### src/rtl/mips_pkg.sv
// Shared MIPS pipeline definitions: widths, ALU-op encodings, funct codes and
// the ID/EX control bundle layout.
package mips_pkg;

    localparam int unsigned DEF_DATA_W     = 32;
    localparam int unsigned DEF_REG_ADDR_W = 5;

    typedef enum logic [1:0] {
        ALU_OP_ADD   = 2'b00,
        ALU_OP_SUB   = 2'b01,
        ALU_OP_RTYPE = 2'b10
    } alu_op_e;

    localparam logic [5:0] FUNCT_ADD = 6'b100000;
    localparam logic [5:0] FUNCT_SUB = 6'b100010;
    localparam logic [5:0] FUNCT_AND = 6'b100100;
    localparam logic [5:0] FUNCT_OR  = 6'b100101;
    localparam logic [5:0] FUNCT_SLT = 6'b101010;

    // Field order, MSB first, is the on-wire order of the 9-bit ctrl bundle.
    typedef struct packed {
        logic       reg_write;
        logic       mem_to_reg;
        logic       mem_read;
        logic       mem_write;
        logic       branch;
        logic       alu_src;
        logic       reg_dst;
        logic [1:0] alu_op;
    } ctrl_t;

    localparam int unsigned CTRL_W = $bits(ctrl_t);

    // A bubble carries no side effects: no register write, no memory access,
    // no branch, and a plain add on the ALU.
    function automatic ctrl_t bubble_ctrl();
        ctrl_t c;
        c        = '0;
        c.alu_op = ALU_OP_ADD;
        return c;
    endfunction

endpackage

### src/rtl/id_ex_ctrl_reg.sv
// ID/EX control-bundle and valid register with reset > flush > stall > load
// priority; also reports whether a bubble is being loaded on this edge.
module id_ex_ctrl_reg
    import mips_pkg::*;
(
    input  logic  clk,
    input  logic  reset,
    input  logic  stall,
    input  logic  flush,
    input  logic  id_valid,
    input  ctrl_t id_ctrl,
    output ctrl_t ex_ctrl,
    output logic  ex_valid,
    output logic  load_bubble
);

    // An unstalled slot without a real instruction is treated exactly like a flush.
    always_comb begin
        load_bubble = flush | (~stall & ~id_valid);
    end

    always_ff @(posedge clk) begin
        if (reset) begin
            ex_ctrl  <= '0;
            ex_valid <= 1'b0;
        end else if (load_bubble) begin
            ex_ctrl  <= bubble_ctrl();
            ex_valid <= 1'b0;
        end else if (!stall) begin
            ex_ctrl  <= id_ctrl;
            ex_valid <= 1'b1;
        end
    end

endmodule

### src/rtl/id_ex_pipe_reg.sv
// ID/EX pipeline register: control bundle (sub-module), operands, immediate,
// PC+4 and register numbers. Optional bubble counter under IDEX_BUBBLE_CNT_EN.
module id_ex_pipe_reg
    import mips_pkg::*;
#(
    parameter int unsigned DATA_W     = DEF_DATA_W,
    parameter int unsigned REG_ADDR_W = DEF_REG_ADDR_W
) (
    input  logic                  clk,
    input  logic                  reset,
    input  logic                  stall,
    input  logic                  flush,
    input  logic                  id_valid,
    input  logic                  id_reg_write,
    input  logic                  id_mem_to_reg,
    input  logic                  id_mem_read,
    input  logic                  id_mem_write,
    input  logic                  id_branch,
    input  logic                  id_alu_src,
    input  logic                  id_reg_dst,
    input  logic [1:0]            id_alu_op,
    input  logic [DATA_W-1:0]     id_pc_plus4,
    input  logic [DATA_W-1:0]     id_rd_data1,
    input  logic [DATA_W-1:0]     id_rd_data2,
    input  logic [DATA_W-1:0]     id_imm_ext,
    input  logic [REG_ADDR_W-1:0] id_rs,
    input  logic [REG_ADDR_W-1:0] id_rt,
    input  logic [REG_ADDR_W-1:0] id_rd,
    output logic                  ex_valid,
    output logic                  ex_reg_write,
    output logic                  ex_mem_to_reg,
    output logic                  ex_mem_read,
    output logic                  ex_mem_write,
    output logic                  ex_branch,
    output logic                  ex_alu_src,
    output logic                  ex_reg_dst,
    output logic [1:0]            ex_alu_op,
    output logic [DATA_W-1:0]     ex_pc_plus4,
    output logic [DATA_W-1:0]     ex_rd_data1,
    output logic [DATA_W-1:0]     ex_rd_data2,
    output logic [DATA_W-1:0]     ex_imm_ext,
    output logic [REG_ADDR_W-1:0] ex_rs,
    output logic [REG_ADDR_W-1:0] ex_rt,
    output logic [REG_ADDR_W-1:0] ex_rd,
    output logic [5:0]            ex_funct,
    output logic [31:0]           bubble_cnt
);

    ctrl_t id_ctrl;
    ctrl_t ex_ctrl;
    logic  load_bubble;

    always_comb begin
        id_ctrl            = '0;
        id_ctrl.reg_write  = id_reg_write;
        id_ctrl.mem_to_reg = id_mem_to_reg;
        id_ctrl.mem_read   = id_mem_read;
        id_ctrl.mem_write  = id_mem_write;
        id_ctrl.branch     = id_branch;
        id_ctrl.alu_src    = id_alu_src;
        id_ctrl.reg_dst    = id_reg_dst;
        id_ctrl.alu_op     = id_alu_op;
    end

    id_ex_ctrl_reg u_ctrl_reg (
        .clk         (clk),
        .reset       (reset),
        .stall       (stall),
        .flush       (flush),
        .id_valid    (id_valid),
        .id_ctrl     (id_ctrl),
        .ex_ctrl     (ex_ctrl),
        .ex_valid    (ex_valid),
        .load_bubble (load_bubble)
    );

    always_comb begin
        ex_reg_write  = ex_ctrl.reg_write;
        ex_mem_to_reg = ex_ctrl.mem_to_reg;
        ex_mem_read   = ex_ctrl.mem_read;
        ex_mem_write  = ex_ctrl.mem_write;
        ex_branch     = ex_ctrl.branch;
        ex_alu_src    = ex_ctrl.alu_src;
        ex_reg_dst    = ex_ctrl.reg_dst;
        ex_alu_op     = ex_ctrl.alu_op;
    end

    // Datapath fields follow the same clear/enable decision as the ctrl bundle.
    always_ff @(posedge clk) begin
        if (reset || load_bubble) begin
            ex_pc_plus4 <= '0;
            ex_rd_data1 <= '0;
            ex_rd_data2 <= '0;
            ex_imm_ext  <= '0;
            ex_rs       <= '0;
            ex_rt       <= '0;
            ex_rd       <= '0;
        end else if (!stall) begin
            ex_pc_plus4 <= id_pc_plus4;
            ex_rd_data1 <= id_rd_data1;
            ex_rd_data2 <= id_rd_data2;
            ex_imm_ext  <= id_imm_ext;
            ex_rs       <= id_rs;
            ex_rt       <= id_rt;
            ex_rd       <= id_rd;
        end
    end

    // Funct is a view of the registered immediate, so it adds no latency.
    always_comb begin
        ex_funct = ex_imm_ext[5:0];
    end

`ifdef IDEX_BUBBLE_CNT_EN
    logic [31:0] bubble_cnt_q;

    always_ff @(posedge clk) begin
        if (reset) begin
            bubble_cnt_q <= '0;
        end else if (load_bubble) begin
            bubble_cnt_q <= bubble_cnt_q + 32'd1;
        end
    end

    always_comb begin
        bubble_cnt = bubble_cnt_q;
    end
`else
    always_comb begin
        bubble_cnt = '0;
    end
`endif

endmodule

### config.mk
export PLATFORM = sky130hd
export DESIGN_NAME = id_ex_pipe_reg
export DESIGN_NICKNAME = d
export VERILOG_FILES = /design/src/rtl/mips_pkg.sv /design/src/rtl/id_ex_ctrl_reg.sv /design/src/rtl/id_ex_pipe_reg.sv
export SDC_FILE = /design/constraint.sdc
export NUM_CORES = 1
export LEC_CHECK = 0
export CAP_MARGIN = 0
export CELL_PAD_IN_SITES_DETAIL_PLACEMENT = 1
export CELL_PAD_IN_SITES_GLOBAL_PLACEMENT = 2
export CORE_ASPECT_RATIO = 0.8
export CORE_MARGIN = 10
export CORE_UTILIZATION = 21
export CTS_BUF_LIST = sky130_fd_sc_hd__clkbuf_16
export DETAILED_ROUTE_END_ITERATION = 10
export GPL_TIMING_DRIVEN = 0
export HOLD_SLACK_MARGIN = 0.1
export PLACE_DENSITY_LB_ADDON = 0.12
export SYNTH_ARGS = -nofsm -noshare
export SYNTH_HDL_FRONTEND = slang
export SYNTH_SLANG_ARGS = --single-unit
### constraint.sdc
create_clock -name clk -period 1.1 [get_ports clk]
set_clock_uncertainty 0.05 [all_clocks]
set_input_delay 0.165 -clock clk [delete_from_list [all_inputs] [get_ports clk]]
set_output_delay 0.165 -clock clk [all_outputs]
set_load 0.01 [all_outputs]
==> metrics.csv <==
stage,metric,value,unit
run_status,status,finished with violations,
run_status,failing checks,setup timing,
finish,Final Net Count,1276,
logic_synthesis,"count leader, synth",dfxtp_1,
critical_path,startpoint types,flop,
sta,setup tns final,-726.2,ps
logic_synthesis,Async SR Flop Fraction,0,
logic_synthesis,cell count after synthesis,719,
route,Final ANT Viol Nets,0,
critical_path,worst reg2reg path depth,4,
floorplan,FP Rows,57,
power_and_ir_drop,P per Cell Area,1167,nW/um^2
sta,Pins Over Slew Limit,0,
route,DRC errors left,0,
clocking,CTS tree,built,
floorplan,Core ar.,30380,um^2
power_and_ir_drop,Worst VDD drop,0.001019,V
sta,Max transition margin,0.6525,
clocking,root buf cell,clkbuf_16,
sta,Fin Hold WS,250.0,ps
clocking,number of H-tree levels,4,
min_path,hold path endpoint,ex_imm_ext[28]$_SDFFE_PP0N_,
critical_path,CP arrival,990,ps
logic_synthesis,sequential element share of the synthesized area,0.4724,
sta,FMAX,832.7,MHz
critical_path,Reg-to-Reg End,ex_pc_plus4[21]$_SDFFE_PP0N_,
clocking,Clock transition at path regs,70,ps
route,via count,6348,
critical_path,Setup Crit Path Kind,flop to primary output,
logic_synthesis,largest cells by area after synthesis,"dfxtp_1 47%, nand3b_1 18%, a21oi_2 9.5%",
logic_synthesis,"EDFF count, synth",0,
sta,Final min period,1201,ps
placed_design,I/O Buffers,313,
critical_path,CP bufs+invs,2,
critical_path,crit-path cells,buf_6 > buf_6,
critical_path,slowest CP cell,dfxtp_2,
global_routing,initial antenna violation count,5,
critical_path,CP top delay family,flip-flops,
global_routing,number of global-route vias before repair,6804,
route,1st-iter DRT viols,206,
global_routing,largest net degree at the start of global routing,17,
route,Wirelength per Cell,19.28,um
sta,worst setup margin,-100.9,ps
floorplan,Initial Util,0.2134,
logic_synthesis,Main synth FF type,dfxtp_1,
power_and_ir_drop,P_sw,3.480,mW
power_and_ir_drop,Pint,10.13,mW
clocking,clock buffer depth,2,
finish,multi-input logic area,2885,um^2
critical_path,cell mode on critical path,buf_6,
clocking,clk_lat worst skew,430,ps
logic_synthesis,Yosys warning count,0,
power_and_ir_drop,switch share,0.2557,
clocking,Post-CTS Hold Fix Bufs,0,
route,Vias/cell,4.098,
min_path,Min-Delay Path Depth,3,
critical_path,r2r setup slk,260,ps
critical_path,worst stage delay on the critical path,340,ps
sta,Worst Tran Pin Value,521.2,ps
clocking,CTS buffer count,17,
logic_synthesis,synth unique cells,14,
sta,Final Hold Fails,0,
finish,Non-Filler Instances,1549,
floorplan,die area,38350,um^2
finish,share of post-route cells with drive strength above 1,0.4726,
power_and_ir_drop,Comb power frac,0.150,
placed_design,dpl ws,-584.3,ps
logic_synthesis,register bit total from synthesis,153,
logic_synthesis,Syn Area/Cell,9.018,um^2
sta,RSZ-0062 raised after global routing,true,
placed_design,DP Cell Count,1476,
power_and_ir_drop,P_leak,4.426,nW
global_routing,Global Route Usage Sum,0.1493,
global_routing,remaining global-route overflow,0,
sta,"Setup violations, final",13,
sta,period utilization,1.092,
logic_synthesis,Yosys top cell area share,0.4724,
critical_path,largest fanout on the critical path,3,
power_and_ir_drop,Clk pwr share,0.428,
global_routing,first-pass GRT wire length,43.62,mm
logic_synthesis,Synth Cell Area,6484,um^2
placed_design,Placer Congestion,0.7348,
power_and_ir_drop,Total Power,13.61,mW
finish,number of fill cells in the layout,3492,
finish,storage element area,3254,um^2
floorplan,Die Wd,216.5,um
min_path,Hold Path Origin,id_imm_ext[28],
power_and_ir_drop,Sequential Power Share,0.423,
logic_synthesis,Synth area leader,dfxtp_1,
critical_path,CP required,880,ps
placed_design,DP Wirelength,22.39,mm
floorplan,Die Span Y,177.2,um
run,MaxCap Viol Count,0,
logic_synthesis,Synth top cells by count,"153 x dfxtp_1, 152 x nand2_1, 152 x nand3b_1, 82 x a21oi_1, 70 x a21oi_2",
route,drt total wl,29.86,mm
clocking,CTS Sinks,153,
route,drt pass-1 iters,4,
finish,area delta synth->final,79.87,%
floorplan,I/O Pins,348,
critical_path,Crit. End Element,primary output,
min_path,Tightest Hold Check Type,input pin to flop,
critical_path,Reg2Reg Launch Point,ex_pc_plus4[21]$_SDFFE_PP0N_,
-- cell type report --
class,instances,area share
tap,413,0.04431
timing repair buffer,350,0.3138
antenna,4,0.0008583
clock buffer,17,0.03648
clock inverter,15,0.01180
sequential,153,0.2790
buffer,106,0.06630
multi-input combinational,491,0.2474
-- kinds of logic after synthesis --
kind of cell / Yosys count / synth area share
AO/OA/AOI/OAI: 152 / 0.1579
buffers and inverters: 106 / 0.1021
flip-flops: 153 / 0.4724
multiplexers: 1 / 0.001544
other: 1 / 0.0005784
AND/OR/NAND/NOR: 306 / 0.2655
-- power groups by stage --
stage          sequential, mW  clock, mW  combinational (mW)
2_1_floorplan            5.88          0               0.786
3_3_place_gp             5.83          0                1.91
3_5_place_dp             5.83          0                1.91
4_1_cts                  5.75       6.10                1.96
5_1_grt                  5.76       6.32                2.21
6_report                 5.75       5.82                2.04
-- worst min-delay path, delay by kind of cell --
family                 cells  cell delay (ps)
buffers and inverters      1              390
AOI/OAI and AO/OA          1               60
and+or+nand+nor            1               70
-- through the flow --
| stage | instance area [um^2] | utilization |
|---|---|---|
| final | 11660 | 0.3839 |
| after global placement | 10250 | 0.3374 |
| after floorplan | 6600 | - |
| after global routing | 11660 | 0.3838 |
| after CTS | 11290 | 0.3717 |
| after detailed placement | 10250 | 0.3374 |
-- placed cells by master (no fill, tap or decap) --
master / count
clkinvlp_4: 4
clkdlybuf4s50_1: 152
a21oi_2: 69
a21oi_4: 1
diode_2: 4
mux2i_1: 1
buf_12: 9
a21oi_1: 82
nand2_1: 152
clkbuf_1: 16
nand3b_1: 152
inv_1: 2
dfxtp_2: 153
clkinv_2: 3
or2_4: 1
buf_2: 36
nor2_1: 1
clkbuf_16: 21
bufinv_16: 2
clkbuf_2: 4
buf_1: 3
clkinv_1: 2
buf_6: 162
clkinv_4: 2
buf_4: 68
dlymetal6s2s_1: 2
conb_1: 32
-- worst max-delay path by stage --
| stage | from | endpoint | slack (ps) | cells past startpoint |
|---|---|---|---|---|
| 6_report | ex_imm_ext[2]$_SDFFE_PP0N_ | ex_imm_ext[2] | -100 | 2 |
| 5_1_grt | ex_imm_ext[5]$_SDFFE_PP0N_ | ex_imm_ext[5] | -150 | 2 |
| 4_1_cts | ex_imm_ext[0]$_SDFFE_PP0N_ | ex_imm_ext[0] | -140 | 2 |
| 3_5_place_dp | reset | u_ctrl_reg.ex_valid$_SDFFE_PP0N_ | -580 | 5 |
| 3_3_place_gp | reset | ex_rd[4]$_SDFFE_PP0N_ | -580 | 5 |
| 2_1_floorplan | reset | ex_rd_data2[8]$_SDFFE_PP0N_ | 110 | 5 |
-- state kept, by name (all words and copies together), names as in the netlist --
register and cells:
ex_imm_ext 32, ex_rd 5, ex_rd_data1 32, ex_rd_data2 32, ex_rt 5, u_ctrl_reg.ex_ctrl 9, ex_rs 5, ex_pc_plus4 32
u_ctrl_reg.ex_valid 1
-- timing repair --
action,4_1_cts,5_1_grt
resized for setup,1012,27
setup buffers,12,21
pin swaps,0,1
cloned,0,4
setup endpoints to repair,240,211
-- layer usage --
layer | up-vias | GRT usage | share of wire
met5 | - | 0 | 0.00087
met3 | 23 | 0.06252 | 0.074
met2 | 153 | 0.2497 | 0.49
li1 | 3164 | - | -
met4 | 4 | 0.04071 | 0.012
met1 | 3004 | 0.1724 | 0.42
No activity file was read; power rests on OpenSTA's default activity.
